--- config.mk ---
export PLATFORM = sky130hd
export DESIGN_NAME = rr_mux_sel_arbiter
export DESIGN_NICKNAME = d
export VERILOG_FILES = /design/src/rtl/rr_mux_sel_arbiter.sv
export SDC_FILE = /design/constraint.sdc
export NUM_CORES = 1
export LEC_CHECK = 0
export BUFFER_PORTS_ARGS = -buffer_cell sky130_fd_sc_hd__clkbuf_2
export CAP_MARGIN = 20
export CORE_MARGIN = 2
export CORE_UTILIZATION = 40
export DETAILED_ROUTE_END_ITERATION = 8
export PLACE_DENSITY = 0.73
export SLEW_MARGIN = 20
export SYNTH_ARGS = -nofsm -noshare
export SYNTH_HDL_FRONTEND = slang
export SYNTH_SLANG_ARGS = --single-unit
--- constraint.sdc ---
create_clock -name clk -period 3.9 [get_ports clk]
set_clock_uncertainty 0.1 [all_clocks]
set_input_delay 0.195 -clock clk [delete_from_list [all_inputs] [get_ports clk]]
set_output_delay 0.195 -clock clk [all_outputs]
set_load 0.01 [all_outputs]
--- src/rtl/rr_mux_sel_arbiter.sv ---
// Four-channel round-robin arbiter driving a 4:1 mux select,
// with a single-entry registered valid/ready output stage.
module rr_mux_sel_arbiter #(
  parameter int DW = 4
) (
  input  logic          clk,
  input  logic          rstn,
  input  logic [DW-1:0] a,
  input  logic [DW-1:0] b,
  input  logic [DW-1:0] c,
  input  logic [DW-1:0] d,
  input  logic [3:0]    req,
  output logic [3:0]    gnt,
  output logic [1:0]    sel,
  output logic [DW-1:0] out_data,
  output logic [1:0]    out_sel,
  output logic          out_valid,
  input  logic          out_ready
);

  typedef enum logic {
    S_EMPTY = 1'b0,
    S_FULL  = 1'b1
  } state_t;

  state_t        r_state;
  state_t        w_state_nxt;
  logic [1:0]    r_ptr;
  logic [DW-1:0] r_data;
  logic [1:0]    r_sel;

  logic          w_load_en;
  logic          w_arb_en;
  logic          w_win_vld;
  logic [1:0]    w_win;
  logic [1:0]    w_idx;
  logic [DW-1:0] w_mux;

  assign w_load_en = (r_state == S_EMPTY) || out_ready;
  // Reset gates arbitration combinationally so no grant leaks out
  // during a cycle whose edge will discard the state anyway.
  assign w_arb_en  = rstn && w_load_en;

  always_comb begin
    w_win_vld = 1'b0;
    w_win     = 2'd0;
    w_idx     = 2'd0;
    for (int k = 1; k <= 4; k++) begin
      w_idx = r_ptr + k[1:0];
      if (w_arb_en && !w_win_vld && req[w_idx]) begin
        w_win_vld = 1'b1;
        w_win     = w_idx;
      end
    end
  end

  assign gnt = w_win_vld ? (4'b0001 << w_win) : 4'b0000;
  assign sel = w_win_vld ? w_win : 2'b00;

  always_comb begin
    w_mux = a;
    case (w_win)
      2'd0: w_mux = a;
      2'd1: w_mux = b;
      2'd2: w_mux = c;
      2'd3: w_mux = d;
      default: w_mux = a;
    endcase
  end

  always_comb begin
    w_state_nxt = r_state;
    unique case (r_state)
      S_EMPTY: begin
        if (w_win_vld)
          w_state_nxt = S_FULL;
      end
      S_FULL: begin
        if (out_ready && !w_win_vld)
          w_state_nxt = S_EMPTY;
      end
    endcase
  end

  always_ff @(posedge clk) begin
    if (!rstn) begin
      r_state <= S_EMPTY;
      r_ptr   <= 2'd3;
      r_data  <= '0;
      r_sel   <= 2'd0;
    end else begin
      r_state <= w_state_nxt;
      if (w_win_vld) begin
        r_ptr  <= w_win;
        r_data <= w_mux;
        r_sel  <= w_win;
      end
    end
  end

  assign out_valid = (r_state == S_FULL);
  assign out_data  = r_data;
  assign out_sel   = r_sel;

endmodule

==> impl_metrics.yaml, run 1 <==
power:
  fin_total_pwr_w: 0.000282
  p_leak_nw: 0.448
  peak_supply_drop_mv: 0.214
  cellPowerDensity_nw_per_um2: 319
clock_tree:
  holdBufCountCts: 0
  cts_buf_count: 3
  clk_latency_ps: 260
  clk_pin_slew_ps: 60
  postCtsSetupBuffers: 0
  cts_num_sinks: 9
  cts.repair.resized: 0
  cts_tree: "done"
  root_buffer: "clkbuf_4"
  clock_tree.buffer_depth: 2
  clock_tree.htree_level_count: 1
critical_path:
  crit_path_start_kind: "register"
  worstPathArrival_ps: 1990
  slowest_cell_delay_on_critical_path_ps: 460
  timing.critical_path.mode_cell: "nand2b_2"
  critical-path-slowest-cell: "dfxtp_1"
  sequence_of_cells_on_the_critical_path: "nand2b_2 > a21oi_1 > a211oi_2 > nand2b_2 > inv_2 > nor2_1 > clkbuf_2"
  worst_path_dominant_cell_family: "simple AND/OR/NAND/NOR gates"
  critical_path_class: "register to output port"
  worstPathRequired_ps: 3610
  cp_num_buf_inv: 2
  setup.worst_path.end_class: "output port"
  critical_path_peak_fanout: 8
die:
  fp-row-count: 14
  start_util_pct: 43.2
  placeable_core_region_um2: 1540
  num_io_pins: 36
  die_area_um2: 2010
  die_height_um: 44.8
  die_width_um: 44.8
synth:
  synth.most_common_cell: "dfxtp_1"
  synth_async_sr_flop_share_pct: 0
  synth_cell_types: 29
  synth_seq_area_share_pct: 27.1
  synth.yosys.warnings: 0
  postSynthAreaPerCell_um2: 8.64
  yosys_register_bits: 9
  synth.top_cells.by_count: "9 x dfxtp_1, 8 x a21oi_1, 8 x mux2i_1"
  edff_count_synth: 0
  synth_fp_nets: 100
  netlist_area_um2: 666
  most_used_flip_flop_cell_after_synthesis: "dfxtp_1"
  synth_top_area_cell: "dfxtp_1"
  post_synth_inst_count: 77
  synth.top_cells.by_area: "dfxtp_1 27%, mux2i_1 12%, a21oi_1 6.0%, or2_2 5.6%, a31o_2 5.3%"
  synth.top_cell.area_share_pct: 27.1
route:
  drc_violations: 0
  route.detailed.vias_per_inst: 5.50
  starting_drt_drc_count: 16
  drtPass1Iterations: 4
  detail_route.wirelength_um: 1820
  route.vias.total: 721
  avgRoutedWirePerCell_um: 13.9
  drtAntennaViolNets: 0
sta:
  clock.fmax_ghz: 0.439
  setup_repair_after_global_routing_missed_its_margin: "no"
  tightest_slew_ps: 614
  post-route-period-util_pct: 58.5
  final-hold-violation-count: 0
  totalNegativeSetupSlack_ps: 0
  final_period_minus_worst_setup_slack_ps: 2280
  slew-limit-headroom_pct: 58.7
  finalSetupViolations: 0
  drv_slew: 0
global_route:
  pin_count_of_the_biggest_net_entering_global_routing: 11
  grt_first_pass_wirelength_um: 3000
  globalRouteOverflowTotal: 0
  grt_antenna_before_repair: 0
  grt_usage_pct: 20.6
  vias_in_the_first_global_route: 689
run:
  max-cap-violations: 0
final_layout:
  utilization_pct: 57.2
  layout.nets: 139
  insertedDiodeCount: 0
  fin_cells: 131
  area.growth.synth_to_final_pct: 32.5
  post_route_cells_drive_above_1_share_pct: 50.4
place:
  dp.cells: 127
  finalWeightedCongestion: 0.800
  io_buffers: 35
  dpl.hpwl_um: 1380
status:
  run_status: "complete, no violations"
worst_hold_path:
  min_path_type: "primary input to register"
## flip-flops by register name (all words and copies together), names as in the netlist
signal and count:
out_data 4, out_sel 2, out_valid 1, r_ptr 2
## where the power goes
part	leakage (nW)	switching, W	total (W)	internal [W]
clock	0.0150	0.0000355	0.0000751	0.0000396
combinational	0.359	0.0000510	0.0000980	0.0000470
sequential	0.0747	0.00000843	0.000109	0.000100
total	0.448	0.0000950	0.000282	0.000187
## logic make-up (layout without fill, tap and decap cells)
group           count (synthesis)  after routing  share of synthesized area (%)
compound gates                 25             25                           31.2
buf+inv                         5             43                           3.01
flops                           9              9                           27.1
mux                             8              8                           12.0
simple gates                   30             30                           26.7
## metal layers
metal	track usage, %	vias to the layer above	part of all wire [%]
met4	10.6	0	0.82
met3	2.40	2	7.0
met5	0	-	0
met1	26.3	328	42
li1	-	359	-
met2	34.2	32	50
## cells in the final DEF, fill, tap and decap left out, drive strengths merged, types with 2 or more instances in the layout
cell type,instances
clkbuf,39
nand2b,5
inv,4
o311ai,2
a31o,4
a21oi,8
nand3,3
or2,6
nand2,4
nor2,5
mux2i,8
dfxtp,9
o21ai,6
## stage by stage
step | cell area [um2] | setup WS, ps | hold slack, ps
after floorplan | 666 | 2150 | 167
after global placement | 856 | 2020 | 349
after detailed placement | 856 | 1930 | 354
after CTS | 882 | 1640 | 91.3
after global routing | 882 | 1420 | 130
final | 882 | 1620 | 92.9
## path summary, 6_finish.rpt
path | to | slack [ps] | from | depth (start not counted)
setup / recovery | gnt[2] | 1620 | r_ptr[0] | 7
hold / removal | r_ptr[1] | 90 | rstn | 2
setup reg to reg | out_data[0] | 2080 | r_ptr[1] | 5
hold reg to reg | out_sel[0] | 370 | out_sel[0] | 2
## worst register-to-register path, cell delays in order, from the launching register on
cell and delay [ps]:
dfxtp_1 570, nand4b_1 160, o31a_1 160, o311ai_4 390, mux2i_1 250, a21oi_1 90
## layout make-up
| type | instances | area, um2 |
|---|---|---|
| Fill cell | 146 | 659 |
| Multi-Input combinational cell | 63 | 465 |
| Sequential cell | 9 | 180 |
| Timing Repair Buffer | 35 | 175 |
| Clock buffer | 4 | 26.3 |
| Tap cell | 16 | 20.0 |
| Inverter | 4 | 15.0 |
Note: power is estimated with default switching activity, not from simulation.
==> inputs of run 2 (changes only) <==
Clock period 3.9 ns to 2.1 ns, I/O delays scaled along.
==> run 2 against run 1 <==
Against the previous run: via count increased by 3.3%; largest cell class unchanged; wire length decreased by 3.6%; total power increased by 84%; design area increased by 2.0%; cell count increased by 1.5%; critical path depth unchanged; sequential cell count unchanged; die area unchanged; highest routed layer unchanged; utilization increased by 1.1 points; sequential power increased by 85%; register-to-register slack got worse by 1600 ps.
==> impl_metrics.yaml, run 2 (synthesized netlist as in run 1, its figures left out) <==
final_layout:
  layout.nets: 141
  largest_register_ffs: 4
  insertedDiodeCount: 0
  utilization_pct: 58.4
  most-common-layout-cells: "35 x clkbuf_2, 8 x a21oi_1, 8 x mux2i_1"
  post_route_cells_drive_above_1_share_pct: 53.0
  filler_cell_count: 152
  area.growth.synth_to_final_pct: 35.2
  most_common_library_cell_in_the_layout_ignoring_fill_and_taps: "clkbuf_2"
critical_path:
  sequence_of_cells_on_the_critical_path: "nor2b_2 > a21o_2 > a211oi_2 > nand2b_2 > inv_2 > nor2_1 > clkbuf_2"
  worst_setup_path_startpoint: "r_ptr[0]"
  worst_path_dominant_cell_family: "compound AO/OA/AOI/OAI gates"
  crit_path_start_kind: "register"
  worstPathRequired_ps: 1890
  worstPathArrival_ps: 1690
  worst-r2r-setup-slack_ps: 450
  worst_r2r_path_depth: 4
  critical_path_peak_fanout: 8
  worstSetupPathDepth: 7
  setup.worst_path.end_class: "output port"
  worst_setup_path_endpoint: "gnt[2]"
  rr_startpoint: "r_ptr[1]"
  slowest_cell_delay_on_critical_path_ps: 390
  cp_num_buf_inv: 2
  r2r-end: "out_data[3]"
  critical-path-slowest-cell: "dfxtp_2"
  critical_path_class: "register to output port"
clock_tree:
  root_buffer: "clkbuf_4"
  cts.repair.resized: 0
  postCtsSetupBuffers: 0
  clock_tree.htree_level_count: 1
  holdBufCountCts: 0
  clock_tree.buffer_depth: 2
  cts_buf_count: 3
  clk_latency_ps: 250
  clk_pin_slew_ps: 60
  cts_num_sinks: 9
  cts_tree: "done"
global_route:
  grt_antenna_before_repair: 0
  pin_count_of_the_biggest_net_entering_global_routing: 11
  globalRouteOverflowTotal: 0
  grt_first_pass_wirelength_um: 2890
  vias_in_the_first_global_route: 694
  grt_usage_pct: 20.0
power:
  cell_internal_pwr_w: 0.000351
  cellPowerDensity_nw_per_um2: 578
  power.share.combinational_pct: 35.8
  clkPwrFrac_pct: 25.3
  switch_share_pct: 32.4
  p_leak_nw: 0.458
  sequential_power_share_pct: 38.8
  peak_supply_drop_mv: 0.531
  power.switching_w: 0.000168
route:
  detail_route.wirelength_um: 1750
  drtPass1Iterations: 4
  avgRoutedWirePerCell_um: 13.2
  drc_violations: 0
  dr_wl_met3_um: 125
  maxUsedRoutingLayer: "met4"
  met2_layer_wire_length_in_the_routed_design_um: 881
  drtAntennaViolNets: 0
  met1_length_um: 696
  route.vias.total: 745
  route.detailed.vias_per_inst: 5.60
  starting_drt_drc_count: 10
sta:
  fin_hold_ws_ps: 27.4
  post-route-period-util_pct: 90.0
  final_period_minus_worst_setup_slack_ps: 1890
  drv_slew: 0
  totalNegativeSetupSlack_ps: 0
  final-hold-violation-count: 0
  slew-limit-headroom_pct: 67.8
  finalSetupViolations: 0
  clock.fmax_ghz: 0.529
  tightest_slew_ps: 482
  setup_repair_after_global_routing_missed_its_margin: "no"
die:
  num_io_pins: 36
  die_area_um2: 2010
  die_height_um: 44.8
  placeable_core_region_um2: 1540
  start_util_pct: 43.2
  die_width_um: 44.8
  fp-row-count: 14
run:
  max-cap-violations: 0
place:
  finalWeightedCongestion: 0.804
  dpl.hpwl_um: 1430
  io_buffers: 35
status:
  run_status: "complete, no violations"
worst_hold_path:
  min_path_type: "primary input to register"
  timing.hold.worst.start: "rstn"
[run 2: worst reg2reg max path, cell delays in order, from the launching register on]
cell      delay (ps)
dfxtp_2          390
o31a_1           350
o311ai_4         380
mux2i_1          240
a21oi_1           80
[run 2: worst min-delay path by stage]
stage,endpoint,slack (ps),cells after the start
2_1_floorplan,r_ptr[0],80,1
3_5_place_dp,r_ptr[0],290,2
6_report,r_ptr[0],30,2
4_1_cts,r_ptr[0],20,2
3_3_place_gp,r_ptr[1],270,2
5_1_grt,out_data[0],30,3
[run 2: layout make-up]
type	count	area [um2]	share of cell area [%]
tap	16	20.0	2.23
timing repair buffer	37	190	21.1
clock buffer	4	26.3	2.92
inverter	4	15.0	1.67
multi-input combinational	63	465	51.7
sequential	9	183	20.3
[run 2: power groups by stage]
stage | registers, W | logic (W) | clock network, W
3_3_place_gp | 0.000204 | 0.000184 | 0
4_1_cts | 0.000201 | 0.000188 | 0.000134
3_5_place_dp | 0.000205 | 0.000187 | 0
5_1_grt | 0.000205 | 0.000205 | 0.000152
2_1_floorplan | 0.000204 | 0.000117 | 0
6_report | 0.000202 | 0.000186 | 0.000132
[run 2: metal layers]
layer / vias to the layer above / GRT usage [%]
li1: 368 / -
met1: 338 / 23.8
met2: 33 / 32.8
met3: 6 / 3.20
met4: 0 / 13.5
met5: - / 0
[run 2: stage by stage]
step                setup slack, ps  instance area [um2]  std cells  total power, W
floorplan                       441                  666         77        0.000321
global placement                341                  871        129        0.000387
detailed placement              318                  871        129        0.000391
CTS                             108                  897        133        0.000523
global route                   60.9                  900        133        0.000561
finish                          210                  900        133        0.000520
